<file path="src/rtl/cs_udp_tx_frame_if.sv">
// Byte-stream handshake from the UDP frame builder to the MAC TX path.
// A byte transfers on every clock edge where tx_valid and tx_ready are both high.
interface cs_udp_tx_frame_if;
  logic [7:0] tx_data;
  logic       tx_valid;
  logic       tx_ready;
  logic       tx_last;

  modport master (output tx_data, output tx_valid, output tx_last, input tx_ready);
  modport slave  (input tx_data, input tx_valid, input tx_last, output tx_ready);
endinterface

</file>
<file path="src/rtl/cs_udp_tx_frame.sv">
// UDP payload frame builder: sync/descriptor header, N FIFO-drained device blocks,
// then an 8-bit additive checksum, streamed byte-wise over valid/ready.
module cs_udp_tx_frame #(
  parameter int unsigned BLOCK_LEN = 32,
  parameter logic [7:0]  SYNC0     = 8'h55,
  parameter logic [7:0]  SYNC1     = 8'hAA
) (
  input  logic              clk,
  input  logic              rst_dev,
  input  logic              fs_udp_tx,
  output logic              fd_udp_tx,
  input  logic [7:0]        fifo2mac_num,
  input  logic [7:0]        dev_info,
  input  logic [7:0]        dev_kind,
  input  logic [7:0]        dev_smpr,
  output logic              fifo_rd_en,
  input  logic [7:0]        fifo_rd_data,
  input  logic              fifo_empty,
  cs_udp_tx_frame_if.master tx
);

  typedef enum logic [2:0] {S_IDLE, S_HEAD, S_RD, S_LAT, S_PAY, S_CSUM, S_DONE} state_e;

  state_e      state_q, state_d;
  logic [2:0]  hdr_idx_q, hdr_idx_d;
  logic [15:0] pay_cnt_q, pay_cnt_d;
  logic [7:0]  csum_q, csum_d;
  logic [7:0]  pay_byte_q, pay_byte_d;
  logic [7:0]  info_q, info_d;
  logic [7:0]  kind_q, kind_d;
  logic [7:0]  smpr_q, smpr_d;
  logic [7:0]  num_q, num_d;

  logic [7:0]  hdr_byte;
  logic [15:0] pay_total;
  logic        accept;

  // Worst case 255*255 fits in 16 bits, so the payload counter never wraps.
  assign pay_total = 16'(num_q) * 16'(BLOCK_LEN);
  assign accept    = tx.tx_valid & tx.tx_ready;

  always_comb begin
    unique case (hdr_idx_q)
      3'd0:    hdr_byte = SYNC0;
      3'd1:    hdr_byte = SYNC1;
      3'd2:    hdr_byte = info_q;
      3'd3:    hdr_byte = kind_q;
      3'd4:    hdr_byte = smpr_q;
      default: hdr_byte = num_q;
    endcase
  end

  // NOTE: every register uses non-blocking assignment so all flops sample the
  // pre-edge values of their peers regardless of process ordering.
  always_ff @(posedge clk or posedge rst_dev) begin
    if (rst_dev) begin
      state_q    <= S_IDLE;
      hdr_idx_q  <= '0;
      pay_cnt_q  <= '0;
      csum_q     <= '0;
      pay_byte_q <= '0;
      info_q     <= '0;
      kind_q     <= '0;
      smpr_q     <= '0;
      num_q      <= '0;
    end else begin
      state_q    <= state_d;
      hdr_idx_q  <= hdr_idx_d;
      pay_cnt_q  <= pay_cnt_d;
      csum_q     <= csum_d;
      pay_byte_q <= pay_byte_d;
      info_q     <= info_d;
      kind_q     <= kind_d;
      smpr_q     <= smpr_d;
      num_q      <= num_d;
    end
  end

  // NOTE: every _d signal defaults to its _q value first, so no path through
  // the case statement can leave one unassigned and infer a latch.
  always_comb begin
    state_d    = state_q;
    hdr_idx_d  = hdr_idx_q;
    pay_cnt_d  = pay_cnt_q;
    csum_d     = csum_q;
    pay_byte_d = pay_byte_q;
    info_d     = info_q;
    kind_d     = kind_q;
    smpr_d     = smpr_q;
    num_d      = num_q;

    unique case (state_q)
      S_IDLE: begin
        if (fs_udp_tx) begin
          info_d    = dev_info;
          kind_d    = dev_kind;
          smpr_d    = dev_smpr;
          num_d     = fifo2mac_num;
          hdr_idx_d = '0;
          pay_cnt_d = '0;
          csum_d    = '0;
          state_d   = S_HEAD;
        end
      end
      S_HEAD: begin
        if (accept) begin
          // The two sync bytes stay out of the checksum.
          if (hdr_idx_q >= 3'd2) csum_d = csum_q + hdr_byte;
          if (hdr_idx_q == 3'd5) state_d = (num_q != 8'd0) ? S_RD : S_CSUM;
          else                   hdr_idx_d = hdr_idx_q + 3'd1;
        end
      end
      S_RD: begin
        if (!fifo_empty) state_d = S_LAT;
      end
      S_LAT: begin
        pay_byte_d = fifo_rd_data;
        state_d    = S_PAY;
      end
      S_PAY: begin
        if (accept) begin
          csum_d    = csum_q + pay_byte_q;
          pay_cnt_d = pay_cnt_q + 16'd1;
          state_d   = (pay_cnt_d == pay_total) ? S_CSUM : S_RD;
        end
      end
      S_CSUM: begin
        if (accept) state_d = S_DONE;
      end
      S_DONE: begin
        if (!fs_udp_tx) state_d = S_IDLE;
      end
      default: state_d = S_IDLE;
    endcase
  end

  // Outputs decode the registered state only, so they stay stable under backpressure.
  always_comb begin
    tx.tx_data  = 8'h00;
    tx.tx_valid = 1'b0;
    tx.tx_last  = 1'b0;
    fifo_rd_en  = 1'b0;
    fd_udp_tx   = 1'b0;

    unique case (state_q)
      S_HEAD: begin
        tx.tx_valid = 1'b1;
        tx.tx_data  = hdr_byte;
      end
      S_RD:   fifo_rd_en = !fifo_empty;
      S_PAY: begin
        tx.tx_valid = 1'b1;
        tx.tx_data  = pay_byte_q;
      end
      S_CSUM: begin
        tx.tx_valid = 1'b1;
        tx.tx_data  = csum_q;
        tx.tx_last  = 1'b1;
      end
      S_DONE: fd_udp_tx = 1'b1;
      default: ;
    endcase
  end

endmodule

</file>
<file path="src/flat_wrapper.sv">
// flat-port wrapper written by rule: the top's interface ports become plain ports
module cs_udp_tx_frame_flat 
#(
  parameter int unsigned BLOCK_LEN = 32,
  parameter logic [7:0]  SYNC0     = 8'h55,
  parameter logic [7:0]  SYNC1     = 8'hAA
)
  (clk, rst_dev, fs_udp_tx, fd_udp_tx, fifo2mac_num, dev_info, dev_kind, dev_smpr, fifo_rd_en, fifo_rd_data, fifo_empty, tx_tx_data, tx_tx_valid, tx_tx_last, tx_tx_ready);
  cs_udp_tx_frame_if tx_i ();
  input  logic clk;
  input  logic rst_dev;
  input  logic fs_udp_tx;
  output logic fd_udp_tx;
  input  logic [7:0] fifo2mac_num;
  input  logic [7:0] dev_info;
  input  logic [7:0] dev_kind;
  input  logic [7:0] dev_smpr;
  output logic fifo_rd_en;
  input  logic [7:0] fifo_rd_data;
  input  logic fifo_empty;
  output wire logic [$bits(tx_i.tx_data)-1:0] tx_tx_data;
  output wire logic [$bits(tx_i.tx_valid)-1:0] tx_tx_valid;
  output wire logic [$bits(tx_i.tx_last)-1:0] tx_tx_last;
  input wire logic [$bits(tx_i.tx_ready)-1:0] tx_tx_ready;
  assign tx_tx_data = tx_i.tx_data;
  assign tx_tx_valid = tx_i.tx_valid;
  assign tx_tx_last = tx_i.tx_last;
  assign tx_i.tx_ready = tx_tx_ready;
  cs_udp_tx_frame #(.BLOCK_LEN(BLOCK_LEN), .SYNC0(SYNC0), .SYNC1(SYNC1)) u_core (.clk(clk), .rst_dev(rst_dev), .fs_udp_tx(fs_udp_tx), .fd_udp_tx(fd_udp_tx), .fifo2mac_num(fifo2mac_num), .dev_info(dev_info), .dev_kind(dev_kind), .dev_smpr(dev_smpr), .fifo_rd_en(fifo_rd_en), .fifo_rd_data(fifo_rd_data), .fifo_empty(fifo_empty), .tx(tx_i));
endmodule
</file>
<file path="config.mk">
export PLATFORM = sky130hd
export DESIGN_NAME = cs_udp_tx_frame_flat
export DESIGN_NICKNAME = d
export VERILOG_FILES = /design/src/rtl/cs_udp_tx_frame_if.sv /design/src/rtl/cs_udp_tx_frame.sv /design/src/flat_wrapper.sv
export SDC_FILE = /design/constraint.sdc
export NUM_CORES = 1
export LEC_CHECK = 0
export CORE_MARGIN = 2
export CORE_UTILIZATION = 40
export CTS_BUF_LIST = sky130_fd_sc_hd__clkbuf_4
export DETAILED_ROUTE_END_ITERATION = 8
export GPL_TIMING_DRIVEN = 0
export PLACE_DENSITY = 0.61
export SKIP_CTS_REPAIR_TIMING = 1
export SLEW_MARGIN = 20
export SYNTH_ARGS = -nofsm -noshare
export SYNTH_HDL_FRONTEND = slang
export SYNTH_SLANG_ARGS = --single-unit
</file>
<file path="constraint.sdc">
create_clock -name clk -period 3 [get_ports clk]
set_input_delay 0.6 -clock clk [delete_from_list [all_inputs] [get_ports clk]]
set_output_delay 0.6 -clock clk [all_outputs]
set_load 0.05 [all_outputs]
</file>
==> After elaboration in Yosys (flattened, before gate mapping) <==
Cells that the tools add are included.
{ "word_totals": {"word_cells": 77, "output_inout_bits": 12, "reg_bits": 70, "input_bits": 45} }
{ "op_classes": {"bitwise_logic": 1, "mux": 28, "order_cmp": 1, "eq_ne": 21, "n_addsub": 4, "n_reduce_logical": 13} }
{ "ops": {"columns": ["operator", "n"], "rows": [
  ["8-bit one-hot mux with 3 select lines", 2],
  ["8-bit one-hot mux with 5 select lines", 1],
  ["3-bit two-way mux", 12],
  ["16-bit two-way mux", 2],
  ["8-bit two-way mux", 4],
  ["16-bit one-hot mux with 2 select lines", 1],
  ["3-bit one-hot mux with 7 select lines", 1],
  ["16-bit by 1-bit adder with 16-bit output (second input constant)", 1],
  ["8-bit adder", 2],
  ["16-bit by 13-bit == test with 1-bit output", 1],
  ["3-bit == test (second input constant)", 5],
  ["3-bit by 2-bit == test with 1-bit output (second input constant)", 4],
  ["2-bit by 1-bit inequality test with 1-bit output (second input constant)", 5],
  ["2-bit inequality test (second input constant)", 4],
  ["8-bit nonzero test", 1],
  ["7-bit AND reduction", 1],
  ["3-bit by 1-bit == test with 1-bit output (second input constant)", 2],
  ["3-bit zero test", 2],
  ["3-bit one-hot mux with 2 select lines", 1],
  ["5-bit AND reduction", 1],
  ["1-bit two-way mux", 4],
  ["4-bit AND reduction", 1],
  ["2-bit nonzero test", 2],
  ["3-bit by 1-bit adder with 3-bit output (second input constant)", 1],
  ["other kinds (7)", 7]
]} }

==> Logic depth before layout (Yosys ltp) <==
{ "depth": {"depth_word": 6, "depth_mapped": 18, "ltp_nobuf": 17} }

==> Worst setup path before layout <==
OpenSTA, ideal clock, no wires.
{ "synth_path": {"path_type": "flip-flop to flip-flop", "start": "reg u_core.hdr_idx_q[0]", "end": "reg u_core.csum_q[7]", "stages_incl_launch_ff": 16, "setup_ns": 0.083, "required_time_ns": 2.917, "path_slack_ns": -0.194, "period_less_slack_ns": 3.194, "n_path_buf": 1, "t_arrival_ns": 3.111, "cell_sequence": "dfrtp_1 > ha_1 > ha_1 > buf_1 > a221oi_1 > a31oi_1 > nand2_1 > nand2_1 > ha_1 > a21o_1 > a21oi_1 > o21ai_0 > o41ai_1 > xnor2_1 > or4_1 > o21ai_0"} }
{ "synth_between": {"elab_chain_cells": 6, "word_cells_on_any_way": 13, "cone_classes": "add/sub (1); order compare (1); eq/ne (5); mux (4); reduce/logical (2)"} }
{ "synth_rtl": {"columns": ["element", "line_no", "source"], "rows": [
  ["start, declared", "cs_udp_tx_frame.sv:25", "logic [2:0] hdr_idx_q, hdr_idx_d;"],
  ["start signal, assigned", "cs_udp_tx_frame.sv:68", "hdr_idx_q <= hdr_idx_d;"],
  ["3-bit == test, or another cell as far along", "cs_udp_tx_frame.sv:43", "unique case (hdr_idx_q)"],
  ["8-bit one-hot mux with 5 select lines", "cs_udp_tx_frame.sv:43", null],
  ["8-bit adder", "cs_udp_tx_frame.sv:108", "if (hdr_idx_q >= 3'd2) csum_d = csum_q + hdr_byte;"],
  ["8-bit two-way mux", "cs_udp_tx_frame.sv:108", null],
  ["8-bit two-way mux", "cs_udp_tx_frame.sv:106", "if (accept) begin"],
  ["8-bit one-hot mux with 3 select lines", "cs_udp_tx_frame.sv:92", "unique case (state_q)"],
  ["end signal, assigned", "cs_udp_tx_frame.sv:70", "csum_q <= csum_d;"],
  ["end, declared", "cs_udp_tx_frame.sv:27", "logic [7:0] csum_q, csum_d;"]
]} }
Several ways; a longest one is shown, not always the timed one. The select of a mux whose other input is x is not followed.
A chain may end at the register's enable or synchronous reset.

==> Final worst setup path <==
{ "layout_path": {"start": "reg u_core.hdr_idx_q[1]", "end": "out tx_tx_data[7]"} }
{ "layout_between": {"elab_chain_cells": 3, "word_cells_on_any_way": 7, "cone_classes": "eq/ne (4); mux (2); reduce/logical (1)"} }
{ "layout_rtl": {"columns": ["element", "line_no", "source"], "rows": [
  ["3-bit == test, or another cell as far along", "cs_udp_tx_frame.sv:43", null],
  ["8-bit one-hot mux with 5 select lines *", "cs_udp_tx_frame.sv:43", null],
  ["8-bit one-hot mux with 3 select lines *", "cs_udp_tx_frame.sv:145", "unique case (state_q)"],
  ["end, declared", "flat_wrapper.sv:21", "output wire logic [$bits(tx_i.tx_data)-1:0] tx_tx_data;"]
]} }
Every way passes the cells marked *; elsewhere a longest branch is shown, timed or not.

==> flow_summary.json <==
{
  "synthesis.area_sq_um": 4420,
  "cts.sinks": 70,
  "rrSetupSlack_ps": -240,
  "ys_seq_elements": 70,
  "p_leak_nw": 2.56,
  "yosys_warnings": 0,
  "wl_per_cell_microns": 16.0,
  "gp_congestion": 0.908,
  "arrival_ps": 2660,
  "required_ps": 2400,
  "grt_max_degree": 48,
  "dieArea_sq_um": 11900,
  "viasPerCell": 5.43,
  "h-tree-depth": 3,
  "dr.first_iter.drc_count": 232,
  "grt_setup_unrepaired": "true",
  "num_vias": 4098,
  "track_usage_pct": 21.3,
  "nets": 668,
  "instances_no_fill": 755,
  "ctsRootBufferMaster": "clkbuf_4",
  "min_period_ps": 3260,
  "numCtsBuffers": 9,
  "syn_inst": 530,
  "maxSlewViolCount": 0,
  "slew_headroom_pct": 59.4,
  "final_layout_size_suffix_gt1_share_pct": 18.2,
  "area_growth_pct": 28.0,
  "ios": 57,
  "pwr-share-seq_pct": 29.7,
  "placed_cells": 727,
  "fmax_ghz": 0.307,
  "ir_drop_mv": 0.497,
  "utilization_pct": 52.4,
  "ant_nets": 0,
  "hold_class": "input pin to async pin",
  "clockPowerShare_pct": 15.1,
  "drcViolationCount": 0,
  "clk_pin_slew_ps": 120,
  "hold_viol": 0,
  "violations": "setup timing",
  "tritoncts": "yes",
  "synth_top_area_share_pct": 39.6,
  "finalSetupViolations": 4,
  "seq_area_frac_synth_pct": 39.6,
  "clkLatencyLatePin_ps": 450,
  "nFillCells": 1056,
  "core_area_sq_um": 10800,
  "end_kind": "output pin",
  "p_per_area_nw_per_um2": 931,
  "ys_async_sr_fraction_pct": 100,
  "comb_power_share_pct": 55.1,
  "min_period_over_period_pct": 109,
  "start_kind": "register",
  "synth_nets": 589,
  "rows": 38,
  "avgSynthCellArea_sq_um": 8.34,
  "max-cap-violations": 0,
  "yosysTopAreaCell": "dfrtp_1",
  "status": "finished with violations",
  "numPortBuffers": 56,
  "clock_skew_ps": 18.4,
  "p_sw_mw": 2.37,
  "synth.area.top_cells": "dfrtp_1, nand2_1, o21ai_0",
  "synth_flop_cell": "dfrtp_1",
  "worstSetupPathType": "register to output pin",
  "first_pass_iters": 4,
  "cp_max_fo": 5,
  "die_w_microns": 109,
  "rr_worst_depth": 16,
  "grt_pass1_vias": 3866,
  "setup_ws_ps": -256,
  "clockBufferDepth": 2,
  "synth.distinct_cells": 64,
  "die_h_microns": 109,
  "antenna_found_initial": 1,
  "grt_overflow_total": 0,
  "grt_pass1_wl_mm": 19.5,
  "hpwl_mm": 8.67,
  "switching_share_pct": 44.9,
  "synth-edff-count": 0,
  "detail_route.wirelength_mm": 12.1,
  "worst_pin_slew_ps": 608,
  "power.internal_mw": 2.90,
  "start_util_pct": 40.9
}
through the flow:
step	hold WS (ps)	setup slack, ps	setup TNS [ps]	cell area (sq um)	power [mW]
2_1_floorplan	437	8.97	0	4450	3.38
3_3_place_gp	464	-682	-52140	5190	4.07
3_5_place_dp	468	-765	-5580	5220	4.15
4_1_cts	449	-1080	-9900	5410	4.96
5_1_grt	478	-417	-1470	5660	5.65
6_report	460	-256	-749	5660	5.27
logic make-up after synthesis:
logic type / after synthesis / share of synthesized area [%]
buffers and inverters: 53 / 5.49
and+or+nand+nor: 245 / 26.4
muxes: 13 / 3.23
xor gates and xnor gates: 16 / 3.17
adders and majority gates: 14 / 4.13
DFF: 70 / 39.6
AOI/OAI and AO/OA: 119 / 18.0
power groups by stage:
| stage | clock network [mW] | registers [mW] | logic, mW |
|---|---|---|---|
| final | 0.797 | 1.57 | 2.90 |
| after global routing | 0.851 | 1.61 | 3.19 |
| after CTS | 0.816 | 1.55 | 2.60 |
| after detailed placement | 0 | 1.57 | 2.58 |
| after global placement | 0 | 1.56 | 2.52 |
| after floorplan | 0 | 1.46 | 1.92 |
critical path, cell delays in order, from the launching register on:
cell,delay [ps]
dfrtp_2,470
ha_4,190
ha_4,150
buf_6,120
and2_4,120
a2111o_1,300
mux2_4,280
a222oi_1,300
inv_1,100
buf_6,160
flip-flops by register name, summed over array words and instances, names as in the netlist:
signal             flops
u_core.csum_q          8
u_core.hdr_idx_q       3
u_core.info_q          8
u_core.kind_q          8
u_core.num_q           8
u_core.pay_byte_q      8
u_core.pay_cnt_q      16
u_core.smpr_q          8
u_core.state_q         3
final timing paths:
check                                         start              endpoint
worst max register to register  u_core.hdr_idx_q[1]      u_core.csum_q[7]
worst max-delay path            u_core.hdr_idx_q[1]         tx_tx_data[7]
worst min-delay path                        rst_dev  u_core.pay_byte_q[1]
max in group asynchronous                   rst_dev   u_core.hdr_idx_q[1]
min in group clk                   u_core.info_q[2]      u_core.info_q[2]
worst min register to register     u_core.info_q[2]      u_core.info_q[2]
final cells by class:
cell class	instances	area (sq um)	share of cell area, %
clock buffers	12	90.1	1.59
diodes	1	2.50	0.0442
inverters	16	65.1	1.15
flip-flops and latches	70	1750	31.0
well taps	140	175	3.10
clock inverters	4	95.1	1.68
plain buffers	35	196	3.47
multi-input cells	407	2610	46.1
repair buffers	70	669	11.8
cells in the mapped netlist, types with 3 or more instances:
cell type and number:
a221oi_1 3, nor4_1 3, nor2b_1 8, a211oi_1 3, inv_1 16, nand2b_1 3, nor3_1 9, buf_2 17
o21ai_0 44, and2_1 3, ha_1 13, clkbuf_1 15, nor3b_1 3, nor2_1 19, a31oi_1 3, mux2_2 10
xor2_1 8, o41ai_1 6, o31ai_1 15, nand2_1 146, mux2i_1 3, nand4_1 11, xnor2_1 8, o211ai_1 7
a21oi_1 14, dfrtp_1 70, or3_1 3, and3_1 7, nand3_1 15
cells in the final DEF (no fill, tap or decap), types with 8 or more instances in the layout:
cell             netlist  final
a21oi_1               14     13
buf_2                 17     16
buf_4                  2     22
clkbuf_1              15     12
clkbuf_4               0     12
clkdlybuf4s50_1        0     45
dfrtp_1               70     68
inv_1                 16     13
mux2_2                10      9
nand2_1              146    146
nand3_1               15     15
nand4_1               11     11
nor2_1                19     19
o21ai_0               44     37
o31ai_1               15     15
xnor2_1                8      8
xor2_1                 8      8
routing by layer:
metal	vias up	routed length, microns	track usage, %
li1	2034	-	-
met2	96	5440	31.2
met3	17	513	3.41
met5	-	0	0
met4	0	231	9.71
met1	1951	5920	30.8
Note: power is estimated with default switching activity, not from simulation.
